===== config.mk =====
export PLATFORM = sky130hd
export DESIGN_NAME = pipe_stall_ctrl
export DESIGN_NICKNAME = d
export VERILOG_FILES = /design/src/rtl/pipe_stall_ctrl.sv
export SDC_FILE = /design/constraint.sdc
export NUM_CORES = 1
export LEC_CHECK = 0
export ABC_AREA = 1
export CORE_MARGIN = 5
export CORE_UTILIZATION = 37
export CTS_BUF_LIST = sky130_fd_sc_hd__clkbuf_4 sky130_fd_sc_hd__clkbuf_8 sky130_fd_sc_hd__clkbuf_16
export DETAILED_ROUTE_END_ITERATION = 6
export GPL_TIMING_DRIVEN = 0
export PLACE_DENSITY = 0.63
export REMOVE_ABC_BUFFERS = 1
export SYNTH_ARGS = -nofsm -noshare
export SYNTH_HDL_FRONTEND = slang
export SYNTH_SLANG_ARGS = --single-unit

===== constraint.sdc =====
create_clock -name stl_ctrl_clk -period 1.6 [get_ports stl_ctrl_clk]
set_input_delay 0.4 -clock stl_ctrl_clk [delete_from_list [all_inputs] [get_ports stl_ctrl_clk]]
set_output_delay 0.4 -clock stl_ctrl_clk [all_outputs]
set_load 0.02 [all_outputs]

===== src/rtl/pipe_stall_ctrl.sv =====
// Stall/flush sequencer for the 5-stage pipeline.
// Mealy hold/bubble/flush controls; dmem freeze overrides everything.
module pipe_stall_ctrl #(
  parameter int FLUSH_CYCLES = 2,
  parameter int MEM_TIMEOUT  = 16,
  parameter int CNT_WIDTH    = 32
) (
  input  logic                 stl_ctrl_clk,
  input  logic                 stl_ctrl_rst,
  input  logic                 ld_stall_req,
  input  logic                 br_flush_req,
  input  logic                 dmem_req_valid,
  input  logic                 dmem_rsp_ready,
  input  logic                 perf_clr,
  output logic                 pc_hold,
  output logic                 if_id_hold,
  output logic                 id_ex_hold,
  output logic                 ex_mem_hold,
  output logic                 mem_wb_bubble,
  output logic                 id_ex_bubble,
  output logic                 if_id_flush,
  output logic [1:0]           ctrl_state,
  output logic                 mem_timeout_err,
  output logic [CNT_WIDTH-1:0] stall_cycle_cnt
);

  localparam int FW = $clog2(FLUSH_CYCLES + 1);
  localparam int WW = $clog2(MEM_TIMEOUT + 1);
  localparam logic [FW-1:0] FRELOAD = FW'(FLUSH_CYCLES - 1);
  localparam logic [FW-1:0] FONE    = FW'(1);
  localparam logic [WW-1:0] WMAX    = WW'(MEM_TIMEOUT);

  typedef enum logic [1:0] {
    RUN       = 2'd0,
    LD_BUBBLE = 2'd1,
    FLUSH     = 2'd2
  } state_e;

  state_e               state_q, state_d;
  logic [FW-1:0]        flush_q, flush_d;
  logic [WW-1:0]        wait_q, wait_d;
  logic                 err_q, err_d;
  logic [CNT_WIDTH-1:0] cnt_q, cnt_d;
  logic                 freeze;

  assign freeze = dmem_req_valid & ~dmem_rsp_ready;

  always_ff @(posedge stl_ctrl_clk or negedge stl_ctrl_rst) begin
    if (!stl_ctrl_rst) begin
      state_q <= RUN;
      flush_q <= '0;
      wait_q  <= '0;
      err_q   <= 1'b0;
      cnt_q   <= '0;
    end else begin
      state_q <= state_d;
      flush_q <= flush_d;
      wait_q  <= wait_d;
      err_q   <= err_d;
      cnt_q   <= cnt_d;
    end
  end

  always_comb begin
    state_d = state_q;
    flush_d = flush_q;
    if (!freeze) begin
      unique case (state_q)
        RUN, LD_BUBBLE: begin
          if (br_flush_req) begin
            if (FLUSH_CYCLES > 1) begin
              state_d = FLUSH;
              flush_d = FRELOAD;
            end else begin
              state_d = RUN;
            end
          end else if (ld_stall_req && state_q == RUN) begin
            state_d = LD_BUBBLE;
          end else begin
            state_d = RUN;
          end
        end
        FLUSH: begin
          if (br_flush_req) begin
            flush_d = FRELOAD;
          end else if (flush_q == FONE) begin
            state_d = RUN;
            flush_d = '0;
          end else begin
            flush_d = flush_q - FONE;
          end
        end
        default: begin
          state_d = RUN;
          flush_d = '0;
        end
      endcase
    end
  end

  always_comb begin
    pc_hold       = 1'b0;
    if_id_hold    = 1'b0;
    id_ex_hold    = 1'b0;
    ex_mem_hold   = 1'b0;
    mem_wb_bubble = 1'b0;
    id_ex_bubble  = 1'b0;
    if_id_flush   = 1'b0;
    if (stl_ctrl_rst) begin
      if (freeze) begin
        pc_hold       = 1'b1;
        if_id_hold    = 1'b1;
        id_ex_hold    = 1'b1;
        ex_mem_hold   = 1'b1;
        mem_wb_bubble = 1'b1;
      end else if (br_flush_req) begin
        id_ex_bubble = 1'b1;
        if_id_flush  = 1'b1;
      end else if (state_q == RUN && ld_stall_req) begin
        pc_hold      = 1'b1;
        if_id_hold   = 1'b1;
        id_ex_bubble = 1'b1;
      end else if (state_q == FLUSH) begin
        if_id_flush = 1'b1;
      end
    end
  end

  // Hang watchdog: counts consecutive freeze cycles, error is sticky.
  always_comb begin
    wait_d = '0;
    if (freeze) begin
      wait_d = (wait_q == WMAX) ? wait_q : wait_q + 1'b1;
    end
    err_d = err_q | (wait_d == WMAX);
  end

  always_comb begin
    cnt_d = cnt_q;
    if (perf_clr) begin
      cnt_d = '0;
    end else if ((pc_hold | if_id_flush) && cnt_q != '1) begin
      cnt_d = cnt_q + 1'b1;
    end
  end

  assign ctrl_state      = state_q;
  assign mem_timeout_err = err_q;
  assign stall_cycle_cnt = cnt_q;

endmodule


Word level (Yosys, flattened, before mapping) --
Cells that the tools add are included.
Cells by class: add/subtract/negate cells 3, eq/ne operators 9, muxes and demuxes 27, bitwise operators 5, reduce and logical (&&, ||, !) cells 7
Operator list (count):
- 2-to-1 mux 32 bit | 2
- adder 32 x 1 -> 32 bit, second input constant | 1
- != test 32 bit, second input constant | 1
- 2-to-1 mux 1 bit | 15
- 2-to-1 mux 2 bit | 6
- == test 5 bit, second input constant | 2
- 2-to-1 mux 5 bit | 2
- case mux 2 bit (2 select lines) | 2
- != test 2 bit, second input constant | 3
- adder 5 x 1 -> 5 bit, second input constant | 1
- == test 2 x 1 -> 1 bit, second input constant | 2
- AND reduction 3 bit | 1
- == test 2 bit, second input constant | 1
- logical AND 1 bit | 2
- zero test 2 bit | 1
- inverter 1 bit | 2
- bitwise OR 1 bit | 2
- AND reduction 2 bit | 1
- nonzero test 2 bit | 1
- OR reduction 2 bit | 1
- subtractor 2 x 1 -> 2 bit, second input constant | 1
- bitwise AND 1 bit | 1
Storage, ports and cells: flip-flop bits (word level) 42, input bits 7, output and inout port bits 42, word-level logic and storage cells 56

Longest topological paths before layout --
Gate-level depths: netlist (run 1).
word-level depth 10, gate-level depth with buffers 12, gate-level depth less buffers 11

Worst setup path before layout (run 1) --
No wires, ideal clock.
kind flip-flop to flip-flop, start point reg cnt_q[1] (netlist: stall_cycle_cnt[1]), end point reg cnt_q[10] (netlist: stall_cycle_cnt[10]), library setup time 0.117 ns, data arrival time 1.619 ns, required time 1.483 ns, slack -0.136 ns, stages on the path, launching flop included 12, buffers on the path 1, clock period less this slack 1.736 ns, cells stage by stage dfrtp_1 -> ha_1 -> nand2_2 -> nor2_4 -> nand2_4 -> nor2_4 -> nand2_2 -> nand2_4 -> nand2_4 -> buf_2 -> nand2_1 -> nand2_1
On the way: word-level cells in the longest chain between the ends 3, elaborated cells between the ends (all ways) 6, those cells by class add/sub (1); eq/ne (1); mux (2); reduce/logical (2)
Ends and longest elaborated chain:
- start: declaration | line 43 | logic [CNT_WIDTH-1:0] cnt_q, cnt_d;
- start signal: assignment | line 60 | cnt_q <= cnt_d;
- adder 32 x 1 -> 32 bit / != test 32 bit (equally long branches) | line 143, 142
- 2-to-1 mux 32 bit / logical AND 1 bit (equally long branches) | line 142 | end else if ((pc_hold | if_id_flush) && cnt_q != '1) begin
- 2-to-1 mux 32 bit / nonzero test 2 bit (equally long branches)
Parallel ways exist; a longest one is shown, timed or not. The select of a mux whose other input is x is not followed. A chain may end at the register's enable or synchronous reset.

Final worst setup path (run 1) --
start point reg state_q[0] (netlist: ctrl_state[0]), end point out pc_hold
On the way: word-level cells in the longest chain between the ends 6
Ends and longest elaborated chain:
- start: declaration | line 39 | state_e state_q, state_d;
- start signal: assignment | line 56 | state_q <= state_d;
- zero test 2 bit | line 119 | end else if (state_q == RUN && ld_stall_req) begin
- logical AND 1 bit | line 119
- 2-to-1 mux 1 bit | line 119
- 2-to-1 mux 1 bit | line 116 | end else if (br_flush_req) begin
- 2-to-1 mux 1 bit | line 110 | if (freeze) begin
- 2-to-1 mux 1 bit | line 109 | if (stl_ctrl_rst) begin
- end: declaration | line 15 | output logic pc_hold,
No other way between the ends.

==> results of run 1 <==
==> worst max-delay path: cells and delay by family, from the launching register on <==
family                 cells  cell delay (ns)
and+or+nand+nor            3             0.24
DFF                        1             0.45
buffers and inverters      3             0.28
==> logic make-up (layout without fill, tap and decap cells) <==
kind of cell    Yosys count  in the layout  share of synthesized area [%]
simple gates            289            291                           44.6
buf+inv                  59            147                           9.22
flops                    42             42                           37.4
compound gates           14             14                           2.94
xor+xnor                 13             13                           4.05
fa+ha+maj                 4              4                           1.78
==> cell type report <==
type / count / area (um2) / area share [%]
Clock inverter: 1 / 30.0 / 0.732
Multi-Input combinational cell: 322 / 1750 / 42.5
Inverter: 48 / 204 / 4.97
Timing Repair inverter: 4 / 51.3 / 1.25
Clock buffer: 6 / 82.6 / 2.01
Sequential cell: 42 / 1080 / 26.3
Tap cell: 99 / 124 / 3.02
Timing Repair Buffer: 88 / 786 / 19.2
==> power breakdown <==
part | total, mW | switching [mW] | internal (mW)
Combinational | 0.946 | 0.548 | 0.399
Sequential | 1.18 | 0.0617 | 1.12
Clock | 0.891 | 0.391 | 0.500
==> per-stage QoR <==
stage | hold WS, ns | instance area [um2] | instances
CTS | 0.118 | 3910 | 600
global route | 0.111 | 4100 | 610
finish | 0.118 | 4100 | 610
floorplan | 0.104 | 2740 | 410
detailed placement | 0.389 | 3350 | 558
global placement | 0.448 | 3340 | 557
==> final timing paths <==
kind / end / slack [ns] / cells past startpoint / from
max reg2reg: stall_cycle_cnt[11] / -0.05 / 11 / stall_cycle_cnt[0]
min reg2reg: mem_timeout_err / 0.47 / 2 / mem_timeout_err
min: stall_cycle_cnt[10] / 0.12 / 2 / stl_ctrl_rst
max: pc_hold / -0.07 / 6 / ctrl_state[0]
max in group asynchronous: stall_cycle_cnt[27] / 0.28 / 2 / stl_ctrl_rst
min in group stl_ctrl_clk: mem_timeout_err / 0.47 / 2 / mem_timeout_err
==> flip-flops by register name, indices dropped and copies added (netlist names) <==
register / count
ctrl_state: 2
flush_q: 2
mem_timeout_err: 1
stall_cycle_cnt: 32
wait_q: 5
==> metal layers <==
| metal | up-vias | routed length [um] |
|---|---|---|
| li1 | 1506 | - |
| met1 | 1468 | 3870 |
| met2 | 87 | 4510 |
| met3 | 19 | 504 |
| met4 | 0 | 191 |
| met5 | - | 0 |
==> cell usage after synthesis <==
| library cell | count |
|---|---|
| o21ai_1 | 3 |
| o21ai_0 | 4 |
| inv_2 | 1 |
| nor3_1 | 2 |
| buf_2 | 2 |
| nor2_1 | 60 |
| xor2_1 | 12 |
| xnor2_1 | 1 |
| nor2_2 | 2 |
| inv_1 | 46 |
| or2_2 | 2 |
| nand2_1 | 159 |
| nand3b_1 | 2 |
| o21bai_1 | 2 |
| inv_6 | 1 |
| a21oi_1 | 3 |
| buf_6 | 2 |
| nand2_2 | 5 |
| o2111a_1 | 1 |
| dfrtp_1 | 42 |
| nand2_4 | 3 |
| nand4_1 | 21 |
| buf_4 | 4 |
| a31oi_1 | 1 |
| clkbuf_1 | 3 |
| nand3_1 | 30 |
| nor2_4 | 3 |
| ha_1 | 4 |
==> what timing repair did <==
action,in CTS,in global routing
cloned,7,0
gates resized for setup,147,51
hold buffers,2,0
buffers inserted,26,10
pin swaps,35,8
setup endpoints to repair,74,39
endpoints found under the hold margin,18,0
==> reports/metrics.csv, run 1 <==
stage,metric,value,unit
die,fp.coreArea,7330,um2
timing,clock.fmax,597,MHz
timing,post-route-period-util,105,%
logic_synthesis,synth.avg_cell_area,6.67,um2
logic_synthesis,syn-cell-area,2810,um2
logic_synthesis,syn-instance-count,421,
finish,drive_gt1_share,31.1,%
global_route,antenna_found_initial,0,
critical_path,cpMaxStageDelayCell,dfrtp_2,
power_and_ir_drop,p_per_area,735,nW/um2
finish,num-nets-final,522,
global_route,grt_pass1_wl,14.7,mm
critical_path,required,1.20,ns
die,die_h,97.1,um
logic_synthesis,synth.distinct_cells,28,
clocking,cts.path.max_buffers,2,
global_route,grt_pass1_vias,3017,
logic_synthesis,yosysTopAreaCell,dfrtp_1,
critical_path,crit_chain,inv_2 > nand2_2 > nand2_4 > nand3_4 > inv_4 > buf_6,
power_and_ir_drop,ir_drop,0.298,mV
global_route,use_met1,25.1,%
worst_hold_path,hp-class,primary input to asynchronous set/reset pin,
detailed_routing,dr_total_vias,3080,
clocking,clock_sinks,42,
logic_synthesis,yosysWarnings,0,
global_route,met2_usage,31.2,%
global_route,grt.busiest_layer,met2,
die,initial_core_util,38.3,%
clocking,root_buffer,clkbuf_8,
detailed_routing,wl,9.07,mm
timing,worst_pin_slew,0.851,ns
timing,setup_viol,32,
global_route,gr-usage-all-layers,19.0,%
critical_path,critPathKind,register to primary output,
finish,diodes,0,
placement,globalplace.congestion,0.863,
detailed_routing,post_drt_via_cell_ratio,5.05,
timing,min_period,1.67,ns
critical_path,cp-start-kind,register,
finish,final_common_cell,nand2_1,
timing,rsz0062_at_grt,yes,
finish,fin_util,56.0,%
detailed_routing,drt_iter0_drc,228,
job,drv_cap,0,
clocking,clk_pin_slew,0.08,ns
die,io_pins,49,
power_and_ir_drop,p_total,3.02,mW
die,die_area,9430,um2
placement,place_hpwl,5.65,mm
placement,dp_slack,-0.959,ns
power_and_ir_drop,p_leak,2.09,nW
timing,setup_ws,-0.0747,ns
critical_path,end_kind,primary output,
critical_path,critPathMaxFanout,4,
logic_synthesis,ys_seq_elements,42,
global_route,grt_util_met3,2.73,%
detailed_routing,drtPass1Iterations,6,
detailed_routing,wl_per_cell,14.9,um
critical_path,critical_path.max_stage_delay,0.45,ns
die,rows,31,
clocking,cts-htree-levels,2,
detailed_routing,drc,0,
global_route,globalRouteOverflowTotal,0,
timing,tns,-1.00,ns
finish,fill_cells,667,
placement,io_buffers,48,
clocking,cts_tree,yes,
finish,final_cell_mix,"nand2_1 (124), nor2_1 (55), inv_1 (39)",
clocking,worst_skew_pair.late_latency,0.30,ns
global_route,grt_max_degree,22,
die,chipWidth,97.1,um
timing,slew_viol_final,0,
logic_synthesis,ys_seq_area_share,37.4,%
clocking,numCtsBuffers,5,
timing,fin_skew,0.00343,ns
logic_synthesis,yosys.area.top_type_share,37.4,%
outcome,outcome,finished with violations,
timing,hold_viol_final,0,
finish,syn2layout_area_growth,46.1,%
outcome,violations,setup timing,
timing,maxSlewHeadroom,43.1,%
logic_synthesis,synth_area_leaders,"dfrtp_1 (37%), nand2_1 (21%), nor2_1 (8.0%)",
critical_path,timing.critical_path.arrival,1.27,ns
detailed_routing,drtAntennaViolNets,0,
Power figures use the tool's default switching activity.
==> run 2, diff against run 1 <==
--- a/config.mk
+++ b/config.mk
@@ -6,6 +6,7 @@
 export NUM_CORES = 1
 export LEC_CHECK = 0
 export ABC_AREA = 1
+export CAP_MARGIN = 20
 export CORE_MARGIN = 5
 export CORE_UTILIZATION = 37
 export CTS_BUF_LIST = sky130_fd_sc_hd__clkbuf_4 sky130_fd_sc_hd__clkbuf_8 sky130_fd_sc_hd__clkbuf_16
==> results of run 2 <==
Final layout, timing and power as in run 1 (identical DEF).
